## src/rtl/sort_xcel_drain.sv

```systemverilog
// sort_xcel_drain: snapshots the sort-cell outputs on a start handshake and
// streams the occupied cells out in cell order (cell 0 first) on a val/rdy
// port. It pulses done when the stream ends.
//
// Ports:
//   clk, reset                 clock, synchronous active-high reset
//   start_val / start_rdy      start handshake
//   cells, count               packed cell values and occupied-cell count,
//                              both sampled only on start acceptance
//   out_val / out_rdy          output stream handshake
//   out_data, out_idx, out_last  current element, its index, final marker
//   done                       one-cycle pulse when the drain completes
//   order_err                  sticky flag, set when a descending pair is drained
//
// Optional feature: define SORT_XCEL_DRAIN_CHECK_EN to build the order checker.
// When the macro is undefined, order_err is tied to 0.

module sort_xcel_drain #(
   parameter int unsigned NBITS  = 32,
   parameter int unsigned NCELLS = 8,
   parameter int unsigned CBITS  = $clog2(NCELLS + 1)
) (
   input  logic                    clk,
   input  logic                    reset,
   input  logic                    start_val,
   output logic                    start_rdy,
   input  logic [NCELLS*NBITS-1:0] cells,
   input  logic [CBITS-1:0]        count,
   output logic                    out_val,
   input  logic                    out_rdy,
   output logic [NBITS-1:0]        out_data,
   output logic [CBITS-1:0]        out_idx,
   output logic                    out_last,
   output logic                    done,
   output logic                    order_err
);

   localparam int unsigned IBITS = $clog2(NCELLS);

   typedef enum logic [1:0] {S_IDLE, S_DRAIN, S_DONE} state_e;

   state_e            state_q, state_d;
   logic [NBITS-1:0]  snap_q [NCELLS];
   logic [NBITS-1:0]  snap_d [NCELLS];
   logic [CBITS-1:0]  eff_q, eff_d;
   logic [CBITS-1:0]  idx_q, idx_d;

   logic              accept;
   logic              xfer;
   logic              is_last;
   logic [CBITS-1:0]  eff_clamp;
   logic [NBITS-1:0]  cur_data;

   // Element under the read pointer; idx never exceeds NCELLS-1, so the low bits suffice.
   assign cur_data  = snap_q[idx_q[IBITS-1:0]];
   assign is_last   = (idx_q == (eff_q - CBITS'(1)));
   assign eff_clamp = (count > CBITS'(NCELLS)) ? CBITS'(NCELLS) : count;
   assign accept    = (state_q == S_IDLE) && start_val;
   assign xfer      = (state_q == S_DRAIN) && out_rdy;

   // Next-state and output decode; every output depends on registered state only.
   always_comb begin
      state_d   = state_q;
      snap_d    = snap_q;
      eff_d     = eff_q;
      idx_d     = idx_q;
      start_rdy = 1'b0;
      out_val   = 1'b0;
      out_data  = '0;
      out_idx   = '0;
      out_last  = 1'b0;
      done      = 1'b0;

      unique case (state_q)
         S_IDLE: begin
            start_rdy = 1'b1;
            if (accept) begin
               for (int i = 0; i < int'(NCELLS); i++) begin
                  snap_d[i] = cells[i*NBITS +: NBITS];
               end
               eff_d   = eff_clamp;
               idx_d   = '0;
               state_d = (eff_clamp != '0) ? S_DRAIN : S_DONE;
            end
         end
         S_DRAIN: begin
            out_val  = 1'b1;
            out_data = cur_data;
            out_idx  = idx_q;
            out_last = is_last;
            if (xfer) begin
               if (is_last) state_d = S_DONE;
               else         idx_d   = idx_q + CBITS'(1);
            end
         end
         S_DONE: begin
            done    = 1'b1;
            state_d = S_IDLE;
         end
         default: state_d = S_IDLE;
      endcase
   end

   // Stream state registers.
   always_ff @(posedge clk) begin
      if (reset) begin
         state_q <= S_IDLE;
         eff_q   <= '0;
         idx_q   <= '0;
         for (int i = 0; i < int'(NCELLS); i++) snap_q[i] <= '0;
      end else begin
         state_q <= state_d;
         eff_q   <= eff_d;
         idx_q   <= idx_d;
         snap_q  <= snap_d;
      end
   end

`ifdef SORT_XCEL_DRAIN_CHECK_EN
   logic [NBITS-1:0] prev_q, prev_d;
   logic             err_q, err_d;

   // Order checker: previous drained element must not exceed the current one.
   always_comb begin
      prev_d = prev_q;
      err_d  = err_q;
      if (accept) err_d = 1'b0;
      if (xfer) begin
         prev_d = cur_data;
         if ((idx_q != '0) && (prev_q > cur_data)) err_d = 1'b1;
      end
   end

   // Checker registers.
   always_ff @(posedge clk) begin
      if (reset) begin
         prev_q <= '0;
         err_q  <= 1'b0;
      end else begin
         prev_q <= prev_d;
         err_q  <= err_d;
      end
   end

   assign order_err = err_q;
`else
   assign order_err = 1'b0;
`endif

endmodule

```

## config.mk

```make
export PLATFORM = sky130hd
export DESIGN_NAME = sort_xcel_drain
export DESIGN_NICKNAME = d
export VERILOG_FILES = /design/src/rtl/sort_xcel_drain.sv
export SDC_FILE = /design/constraint.sdc
export NUM_CORES = 1
export LEC_CHECK = 0
export CAP_MARGIN = 30
export CORE_MARGIN = 8
export CORE_UTILIZATION = 40
export CTS_BUF_LIST = sky130_fd_sc_hd__clkbuf_8
export CTS_CLUSTER_DIAMETER = 100
export DETAILED_ROUTE_END_ITERATION = 7
export PLACE_DENSITY = 0.68
export SLEW_MARGIN = 20
export SYNTH_ARGS = -nofsm -noshare
export SYNTH_HDL_FRONTEND = slang
export SYNTH_SLANG_ARGS = --single-unit
```

## constraint.sdc

```tcl
create_clock -name clk -period 5.3 [get_ports clk]
set_input_delay 1.06 -clock clk [delete_from_list [all_inputs] [get_ports clk]]
set_output_delay 1.06 -clock clk [all_outputs]
set_load 0.1 [all_outputs]
```

======== After elaboration in Yosys (flattened, before gate mapping) ========
Cells that the tools add are included.
operators by class
  bitwise operators ....................... 1
  reduce and logical (&&, ||, !) cells .... 8
  order comparisons ....................... 2
  multiplexer cells ....................... 19
  eq/ne operators ......................... 7
  add/sub/neg operators ................... 2
operators with widths
  cell                                                       number
  binary-select mux 32 bit (select 3 bit)                    1
  2-to-1 mux 32 bit                                          3
  2-to-1 mux 4 bit                                           5
  2-to-1 mux 2 bit                                           4
  != test 2 bit (second input constant)                      4
  case mux 4 bit (2 select lines)                            1
  adder 4 x 1 -> 4 bit (second input constant)               1
  equality test 4 bit                                        1
  greater-or-equal comparator 4 bit (second input constant)  1
  greater-than comparator 4 bit (second input constant)      1
  2-to-1 mux 1 bit                                           4
  inverter 3 -> 4 bit                                        1
  case mux 2 bit (2 select lines)                            1
  AND reduction 4 bit                                        1
  nonzero test 4 bit                                         1
  subtractor 4 x 1 -> 4 bit (second input constant)          1
  AND reduction 3 bit                                        1
  equality test 2 x 1 -> 1 bit (second input constant)       1
  equality test 2 bit (second input constant)                1
  logical AND 1 bit                                          2
  zero test 2 bit                                            1
  AND reduction 2 bit                                        1
  nonzero test 2 bit                                         1
storage, ports and cells
  register bits ........................... 266
  output and inout bits ................... 41
  bits of input ports ..................... 264
  word-level logic and storage cells ...... 50

======== Logic depth before layout (Yosys ltp) ========
  word-level depth ........................ 6
  mapped depth ............................ 8

======== Least setup slack after synthesis ========
OpenSTA, ideal clock, no wires.
  path type ............................... register to output
  from .................................... register idx_q[0]
  to ...................................... output out_data[11]
  path slack .............................. 1.330 ns
  cell stages (with the launch flop) ...... 7
  arrival time ............................ 2.910 ns
  data required time ...................... 4.240 ns
  cell sequence ........................... dfxtp_1 clkbuf_1 buf_1 buf_2 mux4_2 nand2_1 a21oi_1
on the way
  longest elaborated chain between the ends .. 5
ends and longest elaborated chain
  element                                               RTL line  source
  from (decl)                                           46        logic [CBITS-1:0] idx_q, idx_d;
  from (signal assigned)                                114       idx_q <= idx_d;
  inverter 3 -> 4 bit (not written as such)             55        assign cur_data = snap_q[idx_q[IBITS-1:0]];
  binary-select mux 32 bit (select 3 bit)               55
  2-to-1 mux 32 bit (not written as such) (2 in a row)  55
  2-to-1 mux 32 bit                                     74        unique case (state_q)
  to (decl)                                             31        output logic [NBITS-1:0] out_data,
No other way between the ends. The select of a mux whose other input is x is not followed.

======== Worst setup path in the final report ========
  from .................................... register state_q[0]
  to ...................................... output out_last
on the way
  longest elaborated chain between the ends .. 2
ends and longest elaborated chain
  element                       RTL line  source
  from (decl)                   42        state_e state_q, state_d;
  from (signal assigned)        112       state_q <= state_d;
  equality test 2 x 1 -> 1 bit  74
  2-to-1 mux 1 bit              74
  to (decl)                     33        output logic out_last,
No other way between the ends.

==> results.yml <==
floorplan:
  start_util: 0.406
  row_count: 61
  ios: 305
  coreArea_um2: 27700
  die_h_um: 184
  die_area_um2: 33700
  die_w_um: 184
clock_network:
  postCtsHoldBufs: 0
  root_buffer: "clkbuf_8"
  cts_made_buffers: 45
  path_clk_slew_ns: 0.06
  h-tree-depth: 2
  clock_sinks: 266
  postCtsSetupBuffers: 0
  clock_latency_ns: 0.55
  cts_resized: 0
  cts_buffer_depth: 3
  cts_tree: "done"
global_route:
  grt_pass1_vias: 10138
  globalRouteTotalUtil: 0.205
  use_met3: 0.0543
  grt_pass1_wl_um: 55400
  overflow: 0
  use_met2: 0.309
  antenna_found_initial: 4
  grtUsageMet1: 0.285
  grt.busiest_layer: "met2"
  grt_max_degree: 146
synth:
  synth_seq_cells: 266
  synth_top_area_cell: "dfxtp_1"
  ys_seq_area_frac: 0.473
  avgSynthCellArea_um2: 8.18
  yosys-top-cells-area: "dfxtp_1 (47%), nand2_1 (19%), a21oi_1 (13%), mux4_2 (13%), clkbuf_1 (2.9%)"
  syn_inst: 1375
  synth.top_cell.area_share: 0.473
  mappedNetlistArea_um2: 11300
  ys_types: 35
  syn-num-nets: 1641
  ys_warn_count: 0
layout:
  final_common_cell: "nand2_1"
  final_net_count: 1885
  fillCellCount: 2583
  layout-drive-gt1-share: 0.109
  final_cell_mix: "nand2_1 (583), a21oi_1 (294), clkdlybuf4s50_1 (269)"
  instances_no_fill: 2033
  syn_to_final_growth_pct: 35.8
pwr:
  ir_drop_uv: 176
  p_leak_nw: 5.55
  powerDensity_nw_per_um2: 314
  power_w: 0.00480
drt:
  wl_per_cell_um: 17.6
  drt_first_pass_iters: 5
  num_vias: 10251
  dr.first_iter.drc_count: 761
  drc_errors: 0
  routed_via_density: 5.04
  wirelength_um: 35700
  ant_nets: 0
critical_path:
  cp_top_family: "buffers and inverters"
  slowest_stage: "clkdlybuf4s50_1"
  critPathCaptureType: "output pin"
  critPathMaxFanout: 37
  crit_type: "flip-flop to output pin"
  arrival_ns: 3.29
  max_stage_delay_ns: 1.15
  worstPathRequired_ns: 4.24
  start_kind: "flip-flop"
  crit_chain: "nand2b_2 > inv_1 > and3_1 > clkdlybuf4s50_1"
  crit_buf_inv: 2
sta:
  setup_viol: 0
  fin_skew_ns: 0.0280
  fin_tns_setup_ns: 0
  min_period_ns: 4.35
  holdWs_ns: 0.450
  final_hold_viol_count: 0
  post-route-period-util: 0.821
  tightest_slew_ns: 0.988
  drv_slew: 0
  setup_ws_ns: 0.948
  grt_setup_unrepaired: "no"
  max_slew_margin: 0.339
  fmax_mhz: 230
place:
  dp_hpwl_um: 24800
  dp_cells: 1950
  io_buffers: 303
  dp_slack_ns: 1.50
  place_congestion: 0.849
run:
  cap_violations: 0
hold_path:
  hold_path_class: "flip-flop to flip-flop"
status:
  outcome: "finished clean"
synthesized netlist by cell type:
library cell / n
nand3b_1: 4
nor4_1: 1
ha_1: 2
xor3_1: 1
buf_2: 13
nor2b_1: 2
buf_1: 14
conb_1: 1
nor3_1: 3
or2_0: 1
or4_1: 2
nand4b_1: 2
nand3_1: 1
nand2_1: 583
o211ai_1: 1
a21o_1: 1
nand2b_1: 3
buf_6: 1
and3_1: 2
and2_1: 4
inv_1: 3
o21ai_0: 2
or4b_1: 2
a31oi_1: 1
a2111oi_0: 1
dfxtp_1: 266
xor2_1: 1
clkinv_1: 1
a21oi_1: 294
mux4_2: 64
o32ai_1: 1
clkbuf_1: 87
buf_4: 2
xnor2_1: 3
nor2_1: 5
final timing paths:
kind | start | to | slack (ns) | cells after the start
worst max-delay path | state_q[0]$_SDFFE_PP0P_ | out_last | 0.95 | 4
worst min-delay path | snap_q[18]$_SDFFE_PP0P_ | snap_q[18]$_SDFFE_PP0P_ | 0.45 | 2
worst max register to register | idx_q[1]$_SDFFE_PP0P_ | idx_q[3]$_SDFFE_PP0P_ | 3.01 | 4
worst min register to register | snap_q[18]$_SDFFE_PP0P_ | snap_q[18]$_SDFFE_PP0P_ | 0.45 | 2
worst min-delay path, delay by kind of cell (launching register included):
kind               cells  cell delay (ns)
AOI/OAI and AO/OA      1             0.05
DFF                    1             0.30
and+or+nand+nor        1             0.05
state kept, by name, summed over array words and instances, names as in the netlist:
signal and flops:
eff_q 4, idx_q 4, snap_q 256, state_q 2
cell type report:
| cell class | instances | area [um2] | area share |
|---|---|---|---|
| Antenna cell | 2 | 5.00 | 0.000328 |
| Clock inverter | 23 | 103 | 0.00671 |
| Tap cell | 378 | 473 | 0.0310 |
| Sequential cell | 266 | 5330 | 0.349 |
| Inverter | 4 | 15.0 | 0.000983 |
| Clock buffer | 58 | 798 | 0.0522 |
| Timing Repair Buffer | 314 | 3090 | 0.203 |
| Multi-Input combinational cell | 988 | 5460 | 0.357 |
layer usage:
layer	part of all wire	routed length [um]
met1	0.46	16300
met2	0.44	15900
met3	0.078	2800
met4	0.020	729
met5	0.00073	26
per-stage QoR:
stage                     cell area (um2)   util
after floorplan                     11300      -
after global placement              14300  0.518
after detailed placement            14400  0.519
after CTS                           15300  0.551
after global routing                15300  0.552
final                               15300  0.552
cell families (layout without fill, tap and decap cells):
family | Yosys count | after routing | share of synthesized area
flip-flops | 266 | 266 | 0.473
AO/OA/AOI/OAI | 301 | 301 | 0.135
adder cells (fa/ha/maj) | 2 | 2 | 0.00222
multiplexers | 64 | 64 | 0.128
buffers and inverters | 121 | 399 | 0.0431
other | 1 | 3 | 0.000333
XOR/XNOR | 5 | 5 | 0.00523
AND/OR/NAND/NOR | 615 | 615 | 0.213
where the power goes:
| group | internal, W | switching [W] | leakage (nW) |
|---|---|---|---|
| sequential | 0.00214 | 0.0000754 | 2.18 |
| combinational | 0.000359 | 0.000425 | 2.84 |
| clock | 0.000982 | 0.000823 | 0.525 |
| total | 0.00348 | 0.00132 | 5.55 |
(Power assumes the default switching activity.)
